### src/rtl/dram_addr_demux.sv
// ---------------------------------------------------------------------------
// dram_addr_demux
//
// Bus monitor for a multiplexed-address DRAM interface. It watches the
// RAS/CAS/WE strobes and the shared row/column address lines and rebuilds
// the full linear address {row, column} of every column access. This
// includes page-mode accesses that reuse the open row. It also flags
// RAS-only refresh cycles and strobe protocol violations.
//
// Ports
//   clk            in   system clock, all inputs sampled on the rising edge
//   reset          in   synchronous active-high reset
//   ma             in   multiplexed address lines (MA_W bits)
//   ras_n          in   row address strobe, active low
//   cas_n          in   column address strobe, active low
//   we_n           in   write enable, active low, sampled with the CAS fall
//   addr           out  last rebuilt address {row, column} (2*MA_W bits)
//   addr_valid     out  one-cycle pulse, addr/wr just updated
//   wr             out  1 = last access was a write
//   refresh        out  one-cycle pulse, RAS-only refresh completed
//   refresh_count  out  16-bit wrapping count of RAS-only refreshes
//   err            out  one-cycle pulse, protocol violation
// ---------------------------------------------------------------------------
module dram_addr_demux #(
  parameter int MA_W = 8
) (
  input  logic              clk,
  input  logic              reset,
  input  logic [MA_W-1:0]   ma,
  input  logic              ras_n,
  input  logic              cas_n,
  input  logic              we_n,
  output logic [2*MA_W-1:0] addr,
  output logic              addr_valid,
  output logic              wr,
  output logic              refresh,
  output logic [15:0]       refresh_count,
  output logic              err
);

  typedef enum logic [1:0] {
    S_IDLE = 2'd0,  // RAS high
    S_ROW  = 2'd1,  // RAS low, no column yet in this row
    S_ACC  = 2'd2,  // RAS low, CAS low
    S_PAGE = 2'd3   // RAS low, CAS high, at least one column done
  } state_t;

  state_t              r_state;
  logic                r_ras_q;
  logic                r_cas_q;
  logic [MA_W-1:0]     r_row;
  logic [2*MA_W-1:0]   r_addr;
  logic                r_addr_valid;
  logic                r_wr;
  logic                r_refresh;
  logic [15:0]         r_refresh_count;
  logic                r_err;

  logic w_ras_fall;
  logic w_ras_rise;
  logic w_cas_fall;
  logic w_cas_rise;

  // Strobe history resets to 1, so a strobe already low when reset drops
  // is seen as a fresh fall.
  assign w_ras_fall = ~ras_n &  r_ras_q;
  assign w_ras_rise =  ras_n & ~r_ras_q;
  assign w_cas_fall = ~cas_n &  r_cas_q;
  assign w_cas_rise =  cas_n & ~r_cas_q;

  always_ff @(posedge clk) begin
    if (reset) begin
      r_state         <= S_IDLE;
      r_ras_q         <= 1'b1;
      r_cas_q         <= 1'b1;
      r_row           <= '0;
      r_addr          <= '0;
      r_addr_valid    <= 1'b0;
      r_wr            <= 1'b0;
      r_refresh       <= 1'b0;
      r_refresh_count <= '0;
      r_err           <= 1'b0;
    end else begin
      r_ras_q      <= ras_n;
      r_cas_q      <= cas_n;
      r_addr_valid <= 1'b0;
      r_refresh    <= 1'b0;
      r_err        <= 1'b0;

      case (r_state)
        S_IDLE: begin
          if (w_ras_fall) begin
            r_row   <= ma;
            r_state <= S_ROW;
          end
          // CAS before RAS (alone or in the same cycle) is never a
          // valid access, so no column is captured.
          if (w_cas_fall) begin
            r_err <= 1'b1;
          end
        end

        S_ROW: begin
          if (w_ras_rise) begin
            // A CAS fall racing the RAS rise makes the cycle ambiguous:
            // it is neither a refresh nor a column access.
            if (w_cas_fall) begin
              r_err <= 1'b1;
            end else begin
              r_refresh       <= 1'b1;
              r_refresh_count <= r_refresh_count + 16'd1;
            end
            r_state <= S_IDLE;
          end else if (w_cas_fall) begin
            r_addr       <= {r_row, ma};
            r_wr         <= ~we_n;
            r_addr_valid <= 1'b1;
            r_state      <= S_ACC;
          end
        end

        S_ACC: begin
          if (w_ras_rise) begin
            r_state <= S_IDLE;
          end else if (w_cas_rise) begin
            r_state <= S_PAGE;
          end
        end

        S_PAGE: begin
          if (w_ras_rise) begin
            r_state <= S_IDLE;
          end else if (w_cas_fall) begin
            r_addr       <= {r_row, ma};
            r_wr         <= ~we_n;
            r_addr_valid <= 1'b1;
            r_state      <= S_ACC;
          end
        end

        default: r_state <= S_IDLE;
      endcase
    end
  end

  assign addr          = r_addr;
  assign addr_valid    = r_addr_valid;
  assign wr            = r_wr;
  assign refresh       = r_refresh;
  assign refresh_count = r_refresh_count;
  assign err           = r_err;

endmodule

### config.mk
export PLATFORM = sky130hd
export DESIGN_NAME = dram_addr_demux
export DESIGN_NICKNAME = d
export VERILOG_FILES = /design/src/rtl/dram_addr_demux.sv
export SDC_FILE = /design/constraint.sdc
export NUM_CORES = 1
export LEC_CHECK = 0
export ABC_CLOCK_PERIOD_IN_PS = 3300
export BUFFER_PORTS_ARGS = -buffer_cell sky130_fd_sc_hd__clkbuf_2
export CORE_UTILIZATION = 40
export DETAILED_ROUTE_END_ITERATION = 8
export PLACE_DENSITY = 0.59
export SLEW_MARGIN = 10
export SYNTH_ARGS = -nofsm -noshare
export SYNTH_HDL_FRONTEND = slang
export SYNTH_SLANG_ARGS = --single-unit
### constraint.sdc
create_clock -name clk -period 3.3 [get_ports clk]
set_input_delay 0 -clock clk [delete_from_list [all_inputs] [get_ports clk]]
set_output_delay 0 -clock clk [all_outputs]
set_load 0.005 [all_outputs]
### Yosys cells after proc, flatten, opt, wreduce, memory -nomap -nowiden

Cells that the tools add are included.

| word-level totals | value |
|---|---|
| bits in registers | 48 |
| bits in latches | 0 |
| bits in writable memories | 0 |
| memory bits (read-only) | 0 |
| bits of input ports | 13 |
| output and inout bits | 36 |
| memories | 0 |

| operators by class | value |
|---|---|
| add/subtract/negate cells | 1 |
| multipliers | 0 |
| div/mod/pow operators | 0 |
| order comparisons | 0 |
| equal/unequal tests | 6 |
| shift operators | 0 |
| muxes and demuxes | 10 |
| bitwise gates (word level) | 13 |
| reduce and logical (&&, ||, !) cells | 8 |

Operator list:

| kind | count |
|---|---|
| $add 16x1->16 const B | 1 |
| $mux 2 | 5 |
| $not 1->1 | 9 |
| $reduce_and 3->1 | 3 |
| $pmux 2 s3 | 1 |
| $reduce_or 3->1 | 2 |
| $and 1x1->1 | 4 |
| $eq 2x2->1 const B | 2 |
| $mux 1 | 3 |
| $ne 3x1->1 const B | 1 |
| $ne 3x3->1 const B | 1 |
| $eq 2x1->1 const B | 1 |
| $logic_not 2->1 | 1 |
| $ne 2x2->1 const B | 1 |
| $pmux 1 s2 | 1 |
| $reduce_and 2->1 | 1 |
| $reduce_or 2->1 | 1 |

### Depth between registers and ports, before layout

Gate-level depths: netlist (run 1).

| depth | value |
|---|---|
| depth in word-level cells | 5 |
| depth in mapped cells | 7 |
| gate-level depth less buffers | 5 |

### Worst setup path after synthesis (run 1)

No wires, ideal clock.

| timing path | value |
|---|---|
| path kind | register to register |
| from | register r_refresh_count[0], in the netlist refresh_count[0] |
| to | register r_refresh_count[12], in the netlist refresh_count[12] |
| data arrival time | 1612 ps |
| data required time | 3230 ps |
| setup slack | 1618 ps |
| stages on the path, launching flop included | 7 |
| path buffers | 1 |
| period minus slack after synthesis | 1682 ps |
| cells stage by stage | dfxtp_1 ha_1 nand4b_1 or3_1 clkbuf_2 or4_1 a21oi_1 |

| on the way | value |
|---|---|
| longest elaborated chain between the ends | 1 |

RTL lines:

| element | RTL line | text |
|---|---|---|
| from (decl) | 56 | `logic [15:0] r_refresh_count;` |
| from (signal assigned) | 111 | `r_refresh_count <= r_refresh_count + 16'd1;` |
| $add 16x1->16 | 111 |  |

Every way passes these cells.
A chain may end at the register's enable or synchronous reset.

### Worst setup path after layout (run 1)

Same ends and word-level chain as after synthesis.

==> impl_results.md, run 1 <==
* Status: finished, final reports clean
* Reg clk slew, reported paths at 0.09 ns
* Synthesized cell area at 1860 um^2
* DRC violations left at 0
* Area growth, synth to finish at 25.1%
* Initial DRT Pass Iterations at 4
* Post-synth EDFFs at 0
* DR top layer: met4
* Crit path to: refresh_count[12]$_SDFFE_PP0P_
* Met2 WL at 1810 um
* Final Skew at 0.00768 ns
* Total Power at 1.11 mW
* Top-count cell post-synth: nand2_1
* Slew margin rel. at 0.376
* First-pass GRT wire length at 6530 um
* Chip Width at 70.3 um
* Crit path max fanout at 8
* Start of the worst register-to-register path: refresh_count[0]$_SDFFE_PP0P_
* Die height at 70.3 um
* Post-Route WL at 3890 um
* Number of library cell types mapped by synthesis at 34
* Via density at 4.92
* CP Class: flip-flop to flip-flop
* CTS resizes at 0
* Multi-input logic area at 830 um^2
* Worst setup EP type: flip-flop
* Fin crit period at 1.80 ns
* Top cells by count, synth: 54 x nand2_1, 48 x dfxtp_1, 34 x a21oi_1
* Inserted Diodes at 0
* # setup viols final at 0
* Port bufs at 48
* Gate count of the mapped netlist at 222
* Worst r2r path cells at 5
* Layout Nets at 289
* Leakage power total at 0.904 nW
* Clock tree buffer depth at 2
* Max rail drop VDD at 0.000226 V
* WP buf/inv at 0
* Routed WL per cell at 11.9 um
* I/O pin total at 49
* Starting DRT DRC Count at 99
* Vias in the first global route at 1451
* Pwr per Cell Area at 474 nW/um^2
* Core Box Area at 4410 um^2
* Row count at 24
* Fmax achieved at 555 MHz
* Family with the most delay on the worst path: simple AND/OR/NAND/NOR gates
* Post-CTS Repair Setup Buffers at 0
* Main synth FF type: dfxtp_1
* Clock buffer count from CTS at 5
* CP arrival at 2.02 ns
* Met3 WL post-DR at 181 um
* Routability cong. at 0.704
* Final Hold Vio Count at 0
* Antenna-violating nets left at 0
* Worst R2R End: refresh_count[12]$_SDFFE_PP0P_
* Area contributors post-synth: dfxtp_1 52%, nand2_1 11%, a21oi_1 9.1%
* Top cell type's share of synthesized area at 0.515
* Ys Warns at 0
* Largest net degree at the start of global routing at 49
* CP Depth at 5
* Fillers at 455
* TritonCTS clock tree: yes
* Routed metal-1 wirelength at 1850 um
* RSZ-0062 raised after global routing: no
* Register area at 961 um^2
* Die ar. at 4940 um^2
* Crit share post-route at 0.546
* CTS sink cnt at 48
* Total gr overflow at 0
* CP required at 3.52 ns
* Initial core utilization at 0.422
* Critical path's largest stage delay at 0.43 ns
* Synth area leader: dfxtp_1
* Synth Net Count at 236
* Worst-margin pin slew at 0.937 ns
* Total number of H-tree levels at 2
* Hold crit path type: input port to flip-flop
* Layout cells sized above 1 at 0.217
* Root Buffer: clkbuf_8
* CTS Hold Bufs at 11
* Vias at 1615
* GRT Util Overall at 0.166
* Worst-Skew Late Latency at 0.30 ns
* Worst setup SP type: flip-flop
* Register area share after synthesis at 0.515
* Pins over their slew limit at 0
* HPWL Detailed at 2530 um
* #FFs+latches synth at 48
* Worst reg2reg setup slack at 1.50 ns
* Async S/R FF share, synth at 0
* Crit-path cells: ha_1 > nand4b_1 > or3_1 > or4_1 > a21oi_1
* Mean Syn Cell Area at 8.40 um^2
* Crit-path slowest cell: or3_1
* Initial antenna violation count at 0
* Max-Cap Viols at 0
* Setup TNS at 0 ns
* CP startpoint: refresh_count[0]$_SDFFE_PP0P_
worst reg2reg max path: cells and delay by family (launching register included):
| family | cells | cell delay, ns |
|---|---|---|
| and+or+nand+nor | 3 | 0.98 |
| adders and majority gates | 1 | 0.19 |
| AOI/OAI and AO/OA | 1 | 0.14 |
| DFF | 1 | 0.40 |
power breakdown:
part           switching (mW)  internal, mW  leakage (nW)
clock                   0.202         0.228        0.0548
sequential            0.00969         0.594         0.389
combinational          0.0416        0.0311         0.460
registers in the layout (all words and copies together), names as in the netlist:
| name | flops |
|---|---|
| addr | 16 |
| addr_valid | 1 |
| refresh_count | 16 |
| wr | 1 |
| refresh | 1 |
| r_cas_q | 1 |
| err | 1 |
| r_ras_q | 1 |
| r_row | 8 |
| r_state | 2 |
cells by family after synthesis:
group | count (synthesis) | share of synthesized area
compound gates | 46 | 0.134
xor+xnor | 7 | 0.0329
fa+ha+maj | 1 | 0.00671
buf+inv | 16 | 0.0396
flops | 48 | 0.515
simple gates | 104 | 0.272
metal layers:
layer  vias to the layer above  GRT usage
met1                       714      0.209
met4                         0     0.0622
met3                         4     0.0505
met5                         -          0
met2                        37      0.268
li1                        860          -
per-stage QoR:
step	hold WS, ns	cells	util	area, um^2	setup WS, ns
after floorplan	0.0897	222	-	1860	1.62
after global placement	0.181	309	0.477	2110	1.54
after detailed placement	0.200	309	0.477	2110	1.50
after CTS	0.406	328	0.528	2330	1.49
after global routing	0.423	328	0.528	2330	1.21
final	0.407	328	0.528	2330	1.50
placed cells by master (no fill, tap or decap), drive strengths merged, types with 4 or more instances in the layout:
cell,instances
nor2,11
dlygate4sd3,11
dfxtp,48
nand3,8
xor2,4
nand2,54
clkbuf,53
a21oi,34
inv,4
or3,7
o21ai,5
layout make-up:
type / count / share of cell area
sequential: 48 / 0.412
timing repair buffer: 59 / 0.150
tap: 52 / 0.0279
inverter: 3 / 0.00483
clock inverter: 3 / 0.0198
multi-input combinational: 158 / 0.356
clock buffer: 5 / 0.0295
worst min-delay path by stage:
stage | from | endpoint | slack (ns) | cells after the start
after global routing | we_n | wr$_SDFFE_PP0P_ | 0.42 | 3
final | we_n | wr$_SDFFE_PP0P_ | 0.41 | 3
after floorplan | reset | r_state[0]$_SDFFE_PP0P_ | 0.09 | 1
after CTS | we_n | wr$_SDFFE_PP0P_ | 0.41 | 3
after global placement | we_n | wr$_SDFFE_PP0P_ | 0.18 | 2
after detailed placement | we_n | wr$_SDFFE_PP0P_ | 0.20 | 2
(Power assumes the default switching activity.)
==> run 2: changes to the inputs <==
- ABC_AREA: unset -> 1
- ABC_CLOCK_PERIOD_IN_PS: 3300 -> 1600
- PLACE_DENSITY: 0.59 -> 0.61
- clock period: 3.3 -> 1.6 ns (I/O delays scaled with it)
==> impl_results.md, run 2 <==
* Status: finished, final reports clean
* Switching Share at 0.257
* Worst-margin pin slew at 0.420 ns
* Slew margin rel. at 0.718
* Starting DRT DRC Count at 91
* Fmax achieved at 720 MHz
* Initial DRT Pass Iterations at 4
* Async S/R FF share, synth at 0
* CP arrival at 1.59 ns
* Sw Pwr at 0.652 mW
* Routability cong. at 0.769
* Root Buffer: clkbuf_8
* Number of library cell types mapped by synthesis at 29
* Area contributors post-synth: dfxtp_1 47%, nor2_1 14%, nand2_1 6.9%
* Total Power at 2.53 mW
* Antenna-violating nets left at 0
* Synth Net Count at 283
* Worst setup SP type: flip-flop
* Layout Nets at 345
* First-pass GRT wire length at 7440 um
* Chip Width at 73.1 um
* Largest net degree at the start of global routing at 35
* HPWL Detailed at 3020 um
* Vias in the first global route at 1679
* Max rail drop VDD at 0.000371 V
* Hold Crit Endpoint: r_ras_q$_SDFF_PP1_
* Initial antenna violation count at 0
* Worst r2r path cells at 8
* Clock tree buffer depth at 2
* GRT Util Overall at 0.180
* Pins over their slew limit at 0
* I/O pin total at 49
* Leakage power total at 1.15 nW
* Synth Area in Compound Gates at 0.105
* Synth Area in Simple Gates at 0.340
* CP required at 1.80 ns
* Inserted Diodes at 0
* Main synth FF type: dfxtp_1
* Post-Route WL at 4380 um
* Register area share after synthesis at 0.475
* # setup viols final at 0
* Synth area leader: dfxtp_1
* Initial core utilization at 0.423
* Most common cell after layout, fill and taps aside: nor2_1
* Start of the worst register-to-register path: refresh_count[1]$_SDFFE_PP0P_
* Worst-Skew Late Latency at 0.30 ns
* Fin crit period at 1.39 ns
* Total number of H-tree levels at 2
* Fillers at 504
* RSZ-0062 raised after global routing: no
* DRC violations left at 0
* Worst reg2reg setup slack at 0.21 ns
* Top cell type's share of synthesized area at 0.475
* Die ar. at 5350 um^2
* Ys Warns at 0
* Min-delay src: reset
* Vias at 1838
* Area growth, synth to finish at 26.6%
* Power Internal at 1.88 mW
* Reg clk slew, reported paths at 0.09 ns
* Hold crit path type: input port to flip-flop
* Final Skew at 0.00583 ns
* Via density at 4.61
* Worst setup EP type: flip-flop
* CTS sink cnt at 48
* Routed WL per cell at 11.0 um
* Row count at 25
* Port bufs at 48
* Post-synth EDFFs at 0
* Total gr overflow at 0
* Largest family of logic cells by synthesized area: simple AND/OR/NAND/NOR gates
* Crit share post-route at 0.868
* Gate count of the mapped netlist at 269
* Pwr per Cell Area at 989 nW/um^2
* Clk pwr share at 0.342
* Reg power frac at 0.520
* Layout cells sized above 1 at 0.232
* Crit path max fanout at 9
* TritonCTS clock tree: yes
* Clock buffer count from CTS at 5
* Post-Synth Adder-Cell Area at 0.00618
* Final Hold Vio Count at 0
* Top-count cell post-synth: nor2_1
* Setup TNS at 0 ns
* Post-synthesis mux area share at 0
* Core Box Area at 4790 um^2
* Mean Syn Cell Area at 7.52 um^2
* Die height at 73.1 um
* Worst R2R End: refresh_count[10]$_SDFFE_PP0P_
* Synth Area in XOR/XNOR at 0.00866
* Power share of the combinational group at 0.138
* #FFs+latches synth at 48
* WHS Path Cells at 3
* Commonest non-fill, non-tap cells in the layout: 74 x nor2_1, 48 x dfxtp_1, 48 x clkbuf_2, 37 x nand2_1
* Top cells by count, synth: 74 x nor2_1, 48 x dfxtp_1, 37 x nand2_1
* Max-Cap Viols at 0
* CP Class: flip-flop to flip-flop
* Synthesized cell area at 2020 um^2
run 2: cell count changes in the layout (fill, tap and decap cells not counted), sizes merged, moves of 5 or more:
cell   previous run  this run
nand2            54        39
a21oi            34        11
nor2             11        82
nand4             2         7
inv               4        24
or3               7         0
o21ai             5        30
run 2: layer usage:
metal / global-route usage / wire length, um / part of all wire / vias up
met5: 0 / 0 / 0 / -
met4: 0.0850 / 87 / 0.020 / 0
met3: 0.0331 / 138 / 0.031 / 10
met2: 0.280 / 1890 / 0.43 / 30
met1: 0.239 / 2270 / 0.52 / 810
li1: - / - / - / 988
run 2: worst max-delay path by stage:
stage                                              from                              to  slack, ns  cells after the start
after global routing      refresh_count[1]$_SDFFE_PP0P_  refresh_count[14]$_SDFFE_PP0P_       0.01                      9
after CTS                 refresh_count[1]$_SDFFE_PP0P_  refresh_count[10]$_SDFFE_PP0P_       0.17                      8
after global placement    refresh_count[1]$_SDFFE_PP0P_  refresh_count[10]$_SDFFE_PP0P_       0.23                      8
after floorplan           refresh_count[0]$_SDFFE_PP0P_  refresh_count[10]$_SDFFE_PP0P_       0.26                      8
final                     refresh_count[1]$_SDFFE_PP0P_  refresh_count[10]$_SDFFE_PP0P_       0.21                      8
after detailed placement  refresh_count[1]$_SDFFE_PP0P_  refresh_count[10]$_SDFFE_PP0P_       0.18                      8
run 2: through the flow:
step | setup slack, ns | instance area (um^2) | hold WS, ns | utilization | std cells
floorplan | 0.256 | 2020 | 0.0894 | - | 269
global placement | 0.233 | 2340 | 0.175 | 0.490 | 380
detailed placement | 0.184 | 2340 | 0.179 | 0.490 | 380
CTS | 0.171 | 2560 | 0.0329 | 0.535 | 399
global route | 0.0136 | 2560 | 0.0607 | 0.535 | 399
finish | 0.211 | 2560 | 0.0493 | 0.535 | 399
run 2: power by group through the flow:
stage | clock (mW) | sequential [mW] | combinational (mW)
final | 0.867 | 1.32 | 0.349
after global routing | 0.932 | 1.33 | 0.401
after CTS | 0.891 | 1.32 | 0.350
after detailed placement | 0 | 1.35 | 0.328
after global placement | 0 | 1.34 | 0.325
after floorplan | 0 | 1.34 | 0.225
run 2: what timing repair did:
item | in CTS | in global routing
buffers inserted | 0 | 0
hold buffers | 11 | 0
resized for setup | 0 | 0
hold endpoints to repair | 17 | 0
endpoints found under the setup margin | 0 | 1
run 2: kinds of logic (layout without fill, tap and decap cells):
family                     Yosys count  count (layout)
and+or+nand+nor                    145             145
buffers and inverters               31              94
DFF                                 48              48
adders and majority gates            1               1
xor gates and xnor gates             2               2
AOI/OAI and AO/OA                   42              42
run 2: area by class of cell:
| cell class | instances | area, um^2 | area share |
|---|---|---|---|
| inverters | 24 | 92.6 | 0.0362 |
| multi-input cells | 190 | 931 | 0.363 |
| clock buffers | 6 | 72.6 | 0.0283 |
| clock inverters | 2 | 35.0 | 0.0137 |
| flip-flops and latches | 48 | 961 | 0.375 |
| well taps | 67 | 83.8 | 0.0327 |
| repair buffers | 62 | 385 | 0.150 |
run 2: worst max-delay path, cell delays in order, from the launching register on:
cell and delay, ns:
dfxtp_1 0.38, ha_1 0.21, nand2_1 0.07, nor2_1 0.09
nand2_1 0.13, nor2_8 0.16, nand2_1 0.08, o21ai_1 0.12
nor2_1 0.05
